<file path="config.mk">
export PLATFORM = sky130hd
export DESIGN_NAME = param_sync_fifo
export DESIGN_NICKNAME = d
export VERILOG_FILES = /design/src/rtl/fifo_pkg.sv /design/src/rtl/fifo_ram.sv /design/src/rtl/param_sync_fifo.sv
export SDC_FILE = /design/constraint.sdc
export NUM_CORES = 1
export LEC_CHECK = 0
export ABC_AREA = 1
export CORE_MARGIN = 5
export CORE_UTILIZATION = 40
export CTS_BUF_LIST = sky130_fd_sc_hd__clkbuf_8
export CTS_CLUSTER_SIZE = 10
export DETAILED_ROUTE_END_ITERATION = 7
export PLACE_DENSITY_LB_ADDON = 0.25
export REMOVE_ABC_BUFFERS = 1
export SLEW_MARGIN = 20
export SYNTH_ARGS = -nofsm -noshare
export SYNTH_HDL_FRONTEND = slang
export SYNTH_SLANG_ARGS = --single-unit
</file>
<file path="constraint.sdc">
create_clock -name clock -period 3.55 [get_ports clock]
set_input_delay 0.71 -clock clock [delete_from_list [all_inputs] [get_ports clock]]
set_output_delay 0.71 -clock clock [all_outputs]
set_load 0.01 [all_outputs]
</file>
<file path="src/rtl/fifo_pkg.sv">
// fifo_pkg: shared constants and helpers for param_sync_fifo and fifo_ram.
package fifo_pkg;
  localparam int FIFO_MIN_DEPTH = 4;
  localparam int FIFO_AF_MARGIN = 2;
  localparam int FIFO_AE_LVL = 2;
  function automatic int clog2(input int n);
    int r;
    r = 0;
    while ((1 << r) < n) r++;
    return r;
  endfunction
endpackage

</file>
<file path="src/rtl/fifo_ram.sv">
// fifo_ram: simple dual-port RAM, registered read port; FIFO_SHOWAHEAD_EN reads through a next-address register instead.
module fifo_ram #(
  parameter int WIDTH = 10,
  parameter int DEPTH = 16,
  parameter int AW = 4
) (
  input  logic             clock,
  input  logic             aclr_n,
  input  logic             sclr,
  input  logic             wr_en,
  input  logic [AW-1:0]    wr_addr,
  input  logic [WIDTH-1:0] data,
  input  logic             rd_en,
  input  logic [AW-1:0]    rd_addr,
  output logic [WIDTH-1:0] q
);
  logic [WIDTH-1:0] mem [DEPTH];
  always_ff @(posedge clock)
    if (wr_en) mem[wr_addr] <= data;
`ifdef FIFO_SHOWAHEAD_EN
  // addr_q tracks the read pointer after this edge so q shows the head word
  logic [AW-1:0] addr_q;
  always_ff @(posedge clock or negedge aclr_n)
    if (!aclr_n) addr_q <= '0;
    else addr_q <= sclr ? '0 : rd_addr + AW'(rd_en);
  assign q = mem[addr_q];
`else
  always_ff @(posedge clock or negedge aclr_n)
    if (!aclr_n) q <= '0;
    else if (sclr || rd_en) q <= sclr ? '0 : mem[rd_addr];
`endif
endmodule

</file>
<file path="src/rtl/param_sync_fifo.sv">
// param_sync_fifo: parameterised single-clock FIFO with level flags and sticky errors.
// Define FIFO_SHOWAHEAD_EN for first-word fall-through reads.
module param_sync_fifo
  import fifo_pkg::*;
#(
  parameter int WIDTH = 10,
  parameter int DEPTH = 16,
  parameter int ALMOST_FULL_LVL = DEPTH - FIFO_AF_MARGIN,
  parameter int ALMOST_EMPTY_LVL = FIFO_AE_LVL,
  localparam int AW = clog2(DEPTH)
) (
  input  logic             clock,
  input  logic             aclr_n,
  input  logic             sclr,
  input  logic [WIDTH-1:0] data,
  input  logic             wrreq,
  input  logic             rdreq,
  output logic [WIDTH-1:0] q,
  output logic             full,
  output logic             empty,
  output logic             almost_full,
  output logic             almost_empty,
  output logic [AW:0]      usedw,
  output logic             overflow,
  output logic             underflow
);
  localparam logic [AW:0] FULL_CNT = (AW+1)'(DEPTH);
  localparam logic [AW:0] AF_CNT = (AW+1)'(ALMOST_FULL_LVL);
  localparam logic [AW:0] AE_CNT = (AW+1)'(ALMOST_EMPTY_LVL);
  logic [AW-1:0] wr_ptr, rd_ptr;
  logic [AW:0] cnt_nxt;
  logic wr_acc, rd_acc, wr_en, rd_en;
  // sclr is folded into the next state so the async reset branch stays the only reset path
  always_comb begin
    wr_acc = wrreq && (!full || rdreq);
    rd_acc = rdreq && !empty;
    wr_en = !sclr && wr_acc;
    rd_en = !sclr && rd_acc;
    cnt_nxt = sclr ? '0 : usedw + (AW+1)'(wr_acc) - (AW+1)'(rd_acc);
  end
  always_ff @(posedge clock or negedge aclr_n)
    if (!aclr_n) begin
      wr_ptr <= '0;
      rd_ptr <= '0;
      usedw <= '0;
      full <= 1'b0;
      empty <= 1'b1;
      almost_full <= 1'b0;
      almost_empty <= 1'b1;
      overflow <= 1'b0;
      underflow <= 1'b0;
    end else begin
      wr_ptr <= sclr ? '0 : wr_ptr + AW'(wr_acc);
      rd_ptr <= sclr ? '0 : rd_ptr + AW'(rd_acc);
      usedw <= cnt_nxt;
      full <= cnt_nxt == FULL_CNT;
      empty <= cnt_nxt == '0;
      almost_full <= cnt_nxt >= AF_CNT;
      almost_empty <= cnt_nxt <= AE_CNT;
      overflow <= !sclr && (overflow || (wrreq && !wr_acc));
      underflow <= !sclr && (underflow || (rdreq && !rd_acc));
    end
  fifo_ram #(.WIDTH(WIDTH), .DEPTH(DEPTH), .AW(AW)) u_ram (
    .clock(clock),
    .aclr_n(aclr_n),
    .sclr(sclr),
    .wr_en(wr_en),
    .wr_addr(wr_ptr),
    .data(data),
    .rd_en(rd_en),
    .rd_addr(rd_ptr),
    .q(q)
  );
endmodule
</file>
==> results of run 1 <==
==> power groups by stage <==
stage / combinational [mW] / sequential [mW] / clock (mW)
after floorplan: 0.609 / 2.71 / 0
after global placement: 1.13 / 2.64 / 0
after detailed placement: 1.14 / 2.64 / 0
after CTS: 1.15 / 2.59 / 1.51
after global routing: 1.27 / 2.60 / 1.61
final: 1.13 / 2.59 / 1.48
==> logic make-up after synthesis <==
logic type / Yosys count
AO/OA/AOI/OAI: 10
XOR/XNOR: 2
flip-flops: 189
buffers and inverters: 183
AND/OR/NAND/NOR: 426
adder cells (fa/ha/maj): 9
==> cell type report <==
class                      instances  area [um^2]
sequential                       189         5530
clock inverter                    12          141
clock buffer                      20          275
inverter                         150          568
multi-input combinational        447         1960
tap                              270          338
timing repair buffer              61          546
fill                            1924        10900
==> sequential cells by signal, indices dropped and copies added, names as in the netlist <==
| register | cells |
|---|---|
| empty | 1 |
| u_ram.mem | 160 |
| almost_empty | 1 |
| wr_ptr | 4 |
| almost_full | 1 |
| rd_ptr | 4 |
| overflow | 1 |
| underflow | 1 |
| full | 1 |
| u_ram.q | 10 |
| usedw | 5 |
==> cells in the final DEF (no fill, tap or decap), drive strengths merged <==
| cell | synthesis | layout |
|---|---|---|
| dfstp | 2 | 2 |
| o21ai | 3 | 3 |
| inv | 150 | 151 |
| clkbuf | 1 | 20 |
| ha | 8 | 8 |
| nand4 | 1 | 1 |
| nand3 | 133 | 133 |
| xor2 | 1 | 1 |
| dfrtp | 27 | 27 |
| edfxtp | 160 | 160 |
| clkdlybuf4s50 | 0 | 35 |
| bufinv | 0 | 3 |
| clkinvlp | 0 | 2 |
| fa | 1 | 1 |
| nor2 | 37 | 37 |
| a21oi | 7 | 7 |
| nand2 | 255 | 255 |
| xnor2 | 1 | 1 |
| clkinv | 0 | 6 |
| buf | 32 | 26 |
==> how the worst max path moves through the flow <==
stage,from,to,slack [ps],cells past startpoint
after global placement,rdreq,full$_DFF_PN0_,340,19
after detailed placement,rdreq,full$_DFF_PN0_,250,19
after floorplan,rd_ptr[0]$_DFF_PN0_,u_ram.q[1]$_DFFE_PN0P_,920,9
after global routing,rdreq,full$_DFF_PN0_,530,19
after CTS,rdreq,full$_DFF_PN0_,760,19
final,rdreq,full$_DFF_PN0_,730,19
==> synth_stat cells, types with 2 or more instances <==
| cell | instances |
|---|---|
| nand2_1 | 255 |
| edfxtp_1 | 160 |
| inv_1 | 148 |
| nand3_1 | 133 |
| nor2_1 | 35 |
| dfrtp_1 | 27 |
| buf_2 | 21 |
| buf_6 | 8 |
| ha_1 | 8 |
| a21oi_1 | 6 |
| o21ai_0 | 3 |
| buf_1 | 2 |
| dfstp_2 | 2 |
| nor2_2 | 2 |
==> metal layers <==
| metal | share of wire, % | vias to the layer above | track usage [%] |
|---|---|---|---|
| met4 | 1.3 | 0 | 4.84 |
| met3 | 4.3 | 17 | 2.98 |
| met2 | 47 | 124 | 25.4 |
| li1 | - | 2702 | - |
| met5 | 0 | - | 0 |
| met1 | 47 | 2510 | 22.9 |
==> worst min-delay path: stages, from the launching register on <==
cell and delay, ps:
dfrtp_1 350, nand2_1 50, nand2_1 50
==> metrics.md, run 1 <==
| Metric | Value |
|---|---|
| Antenna Cells | 0 |
| RR Startpoint | empty$_DFF_PN1_ |
| RSZ-0062 raised after global routing | no |
| Nets@finish | 890 |
| Post-CTS resize count | 0 |
| Leakage power | 4.09 nW |
| Drt pass-1 iters | 5 |
| Slew Limit Fails | 0 |
| Crit path max-delay family | buffers and inverters |
| Critical path data required time | 3940 ps |
| Placed cell count | 1117 |
| Layout cells sized above 1 | 7.28% |
| Crit path kind | input pin to flip-flop |
| Final hold violation count | 0 |
| Main synth FF type | edfxtp_1 |
| Largest net degree at the start of global routing | 81 |
| Routed wire per std cell | 16.1 um |
| CTS Hold Bufs | 0 |
| Routability-driven placement congestion ratio | 0.757 |
| Mux cell area share after synthesis | 0% |
| Arr. time, crit path | 3210 ps |
| Area Overhead vs Synth | 13.1% |
| Cell taking the most area after synthesis | edfxtp_1 |
| Mapped Area | 8280 um^2 |
| # H-tree levels | 4 |
| Setup TNS | 0 ps |
| Post-synthesis simple-gate area fraction | 21.4% |
| Maximum Capacitance Violations | 0 |
| Pwr Density | 555 nW/um^2 |
| CTS sink count | 189 |
| Final wirelength | 18500 um |
| Cell Area, Placed | 8950 um^2 |
| Cell area after layout | 9370 um^2 |
| Hold Crit Start | u_ram.q[4]$_DFFE_PN0P_ |
| CP max FO | 4 |
| Class of the worst hold path | flip-flop to flip-flop |
| Hold-critical path depth | 2 |
| Via count | 5353 |
| Yosys warning total | 0 |
| First-pass GRT wire length | 29200 um |
| Post-Synth Adder-Cell Area | 1.45% |
| Async S/R FF share, synth | 15.3% |
| Final setup margin | 729 ps |
| Period utilisation layout | 79.5% |
| Post-synth EDFFs | 160 |
| Number of global-route vias before repair | 5094 |
| Status | completed |
| Average cell area after synthesis | 10.1 um^2 |
| Final core utilization | 46.1% |
| Worst Tran Pin Value | 848 ps |
| Max incr delay on CP | 480 ps |
| Seq cells post-synth | 189 |
| Initial antenna violation count | 0 |
| GR Overflow Total | 0 |
| Reg-to-reg endpoint | full$_DFF_PN0_ |
| Initial core utilization | 40.8% |
| Antenna viol nets, final | 0 |
| Slowest-stage cell, CP | clkdlybuf4s50_1 |
| Worst r2r path cells | 17 |
| Combinational power share | 21.7% |
| P_sw | 1.54 mW |
| Clk_lat worst skew | 460 ps |
| Via/cell ratio | 4.66 |
| Clock skew | 11.7 ps |
| Buf/Inv on CP | 7 |
| Post-route DRC | 0 |
| Post-DP HPWL | 11400 um |
| Count of final setup violators | 0 |
| Setup bufs post-CTS | 0 |
| Post-Place Setup Slack | 255 ps |
| Clk pwr share | 28.5% |
| Slew headroom | 43.4% |
| Post-synth cell types | 23 |
| # rows | 52 |
| Die Wd | 154 um |
| Xor/xnor share of the synthesized area | 0.212% |
| Synth top area share | 58.0% |
| Io pins | 36 |
| Finished Layout Cells | 1149 |
| Maximum VDD drop | 0.000192 V |
| Die height | 154 um |
| Gate Count Post-Synth | 819 |
| DRT iter0 DRCs | 459 |
| Max frequency | 0.354 GHz |
| Synth Area in Compound Gates | 0.650% |
| Most common cell on crit path | inv_1 |
| CTS max path bufs | 2 |
| CTS clk-pin slew, worst paths | 90 ps |
| Top cells by area, synth | edfxtp_1 58%, nand2_1 12%, dfrtp_1 8.2%, nand3_1 8.0%, inv_1 6.7% |
| Hold WS | 485 ps |
| Die ar. | 23700 um^2 |
| Reg power frac | 49.8% |
| Gr usage total | 16.1% |
| Sw frac | 29.6% |
| Critical path capture point type | flip-flop |
| Pint | 3.66 mW |
| Clk root buf | clkbuf_8 |
| Minimum clock period | 2820 ps |
| CTS Buf Count | 17 |
| Cells along the critical path | clkdlybuf4s50_1 -> inv_1 -> nor2_1 -> inv_1 -> nor2_1 -> inv_1 -> nand2_1 -> ha_1 -> inv_1 -> fa_1 -> inv_1 -> nand2_1 -> nand2_1 -> a21oi_1 -> nand2_1 -> nand2_1 -> nor2_1 -> inv_1 -> nor2_1 |
| Worst Hold Path EP | u_ram.q[4]$_DFFE_PN0P_ |
| Sequential-to-total area share from yosys stat | 66.8% |
| Crit start category | input pin |
| R2R setup slack | 1130 ps |
| Core area | 20300 um^2 |
| Largest family of logic cells by synthesized area | simple AND/OR/NAND/NOR gates |
| Total Power | 5.20 mW |
| I/O Buffers | 35 |
| CTS tree | yes |
Note: power is estimated with default switching activity, not from simulation.
==> run 2, diff against run 1 <==
Clock period 3.55 ns to 2.6 ns, I/O delays scaled along.
==> metrics.md, run 2 (synthesized netlist as in run 1, its figures left out) <==
| Metric | Value |
|---|---|
| Critical path capture point type | flip-flop (unchanged) |
| CP max FO | 4 (unchanged) |
| Period utilisation layout | 91.2% |
| Initial core utilization | 40.8% (unchanged) |
| Core area | 20300 um^2 (unchanged) |
| Maximum Capacitance Violations | 0 (unchanged) |
| Met2 routed wirelength | 9110 um (was 8740 um) |
| Area Overhead vs Synth | 15.6% (was 13.1%) |
| Placed cell count | 1135 (was 1117) |
| Top Registers | u_ram.mem: 160 flops, u_ram.q: 10 flops, usedw: 5 flops (unchanged) |
| Arr. time, crit path | 2750 ps (was 3210 ps) |
| Initial antenna violation count | 0 (unchanged) |
| Antenna Cells | 0 (unchanged) |
| Die height | 154 um (unchanged) |
| Post-route DRC | 0 (unchanged) |
| Met3 wire length | 968 um (was 793 um) |
| Maximum VDD drop | 0.000333 V (was 0.000192 V) |
| Top Layer Used | met4 (unchanged) |
| Via/cell ratio | 4.80 (was 4.66) |
| Worst Tran Pin Value | 707 ps (was 848 ps) |
| Finished Layout Cells | 1167 (was 1149) |
| Largest net degree at the start of global routing | 82 (was 81) |
| Gr usage total | 16.8% (was 16.1%) |
| Cell area after layout | 9570 um^2 (was 9370 um^2) |
| Max reg flops | 160 (unchanged) |
| Number of global-route vias before repair | 5468 (was 5094) |
| Clk_lat worst skew | 480 ps (was 460 ps) |
| Final hold violation count | 0 (unchanged) |
| Crit start category | input pin (unchanged) |
| GR Overflow Total | 0 (unchanged) |
| Die ar. | 23700 um^2 (unchanged) |
| Minimum clock period | 2370 ps |
| CTS clk-pin slew, worst paths | 100 ps (was 90 ps) |
| Nets@finish | 908 (was 890) |
| Class of the worst hold path | input pin to asynchronous set/reset pin (was flip-flop to flip-flop) |
| Reg with most FFs | u_ram.mem (unchanged) |
| Max frequency | 0.422 GHz |
| First-pass GRT wire length | 30500 um (was 29200 um) |
| CTS tree | yes (unchanged) |
| RSZ-0062 raised after global routing | no (unchanged) |
| CTS max path bufs | 2 (unchanged) |
| Count of final setup violators | 0 (unchanged) |
| Leakage power | 4.22 nW (was 4.09 nW) |
| Pwr Density | 769 nW/um^2 (was 555 nW/um^2) |
| Slew Limit Fails | 0 (unchanged) |
| Final wirelength | 19500 um (was 18500 um) |
| Clk root buf | clkbuf_8 (unchanged) |
| DRT iter0 DRCs | 434 (was 459) |
| Layout cells sized above 1 | 9.36% (was 7.28%) |
| Drt pass-1 iters | 5 (unchanged) |
| CTS Buf Count | 17 (unchanged) |
| Commonest non-fill, non-tap cell in the layout | nand2_1 (unchanged) |
| Total Power | 7.36 mW (was 5.20 mW) |
| Most frequent cells in the layout | 255 x nand2_1, 160 x edfxtp_1, 150 x inv_1, 133 x nand3_1, 41 x buf_4 (was 255 x nand2_1, 160 x edfxtp_1, 148 x inv_1, 133 x nand3_1) |
| Via count | 5597 (was 5353) |
| Clock skew | 10.8 ps (was 11.7 ps) |
| Routed wire per std cell | 16.7 um (was 16.1 um) |
| CTS sink count | 189 (unchanged) |
| WL met1 | 9100 um (was 8750 um) |
| Post-DP HPWL | 12100 um (was 11400 um) |
| Hold WS | 424 ps (was 485 ps) |
| Critical path data required time | 2980 ps (was 3940 ps) |
| Crit path kind | input pin to flip-flop (unchanged) |
| Io pins | 36 (unchanged) |
| Final core utilization | 47.1% (was 46.1%) |
| Routability-driven placement congestion ratio | 0.795 (was 0.757) |
| Die Wd | 154 um (unchanged) |
| Antenna viol nets, final | 0 (unchanged) |
| # rows | 52 (unchanged) |
| Status | completed (unchanged) |
| I/O Buffers | 35 (unchanged) |
| Slew headroom | 52.7% (was 43.4%) |
| Cell Area, Placed | 9120 um^2 (was 8950 um^2) |
| # H-tree levels | 4 (unchanged) |
[run 2: report_power, final]
group,total [mW],internal (mW),switching [mW]
combinational,1.69,0.641,1.05
sequential,3.52,3.43,0.0906
clock,2.14,1.12,1.03
[run 2: worst max-delay path, cell delays in order]
cell and delay, ps:
clkdlybuf4s50_1 480, inv_1 60, nor2_1 130, inv_1 100
nor2_2 100, inv_1 60, nand2_1 50, ha_1 150
inv_1 50, fa_1 360, inv_1 80, nand2_1 70
nand2_1 60, a21oi_1 70, buf_4 130, nor2_1 100
nor2_2 70, inv_1 70, nand2_1 40
[run 2: through the flow]
step                TNS (ps)  setup slack, ps
floorplan               -262            -26.3
global placement        -935             -242
detailed placement     -1290             -339
CTS                        0              177
global route               0             34.5
finish                     0              230
[run 2: layer usage]
metal / vias to the layer above / track usage, %
met5: - / 0
met4: 0 / 5.51
met3: 25 / 3.29
met2: 148 / 26.8
met1: 2686 / 23.3
li1: 2738 / -
[run 2: cell type report]
class / count / area [um^2]
tap: 270 / 338
fill: 1920 / 10700
clock inverter: 12 / 166
multi-input combinational: 447 / 1970
timing repair buffer: 79 / 718
sequential: 189 / 5530
clock buffer: 20 / 275
inverter: 150 / 568
[run 2: final timing paths]
check                                            start                     end  slack [ps]  cells past startpoint
worst min-delay path                            aclr_n  u_ram.q[6]$_DFFE_PN0P_         420                      2
worst max-delay path                             rdreq   almost_full$_DFF_PN0_         230                     19
min in group clock              u_ram.q[8]$_DFFE_PN0P_  u_ram.q[8]$_DFFE_PN0P_         490                      2
worst max register to register         empty$_DFF_PN1_   almost_full$_DFF_PN0_         390                     16
max in group asynchronous                       aclr_n  almost_empty$_DFF_PN1_        1850                      2
worst min register to register  u_ram.q[8]$_DFFE_PN0P_  u_ram.q[8]$_DFFE_PN0P_         490                      2
[run 2: what timing repair did]
action | 4_1_cts | 5_1_grt
hold buffers | 0 | 0
setup buffers | 0 | 0
gates resized for setup | 0 | 2
endpoints found under the setup margin | 0 | 2
==> run 3, diff against run 2 <==
--- a/constraint.sdc
+++ b/constraint.sdc
@@ -3,2 +3,2 @@
 set_output_delay 0.52 -clock clock [all_outputs]
-set_load 0.01 [all_outputs]
+set_load 0.005 [all_outputs]
==> results of run 3 <==
The final DEF is identical to that of run 2. Status: completed.
Among the figures that moved: total power 7.36 mW -> 7.32 mW
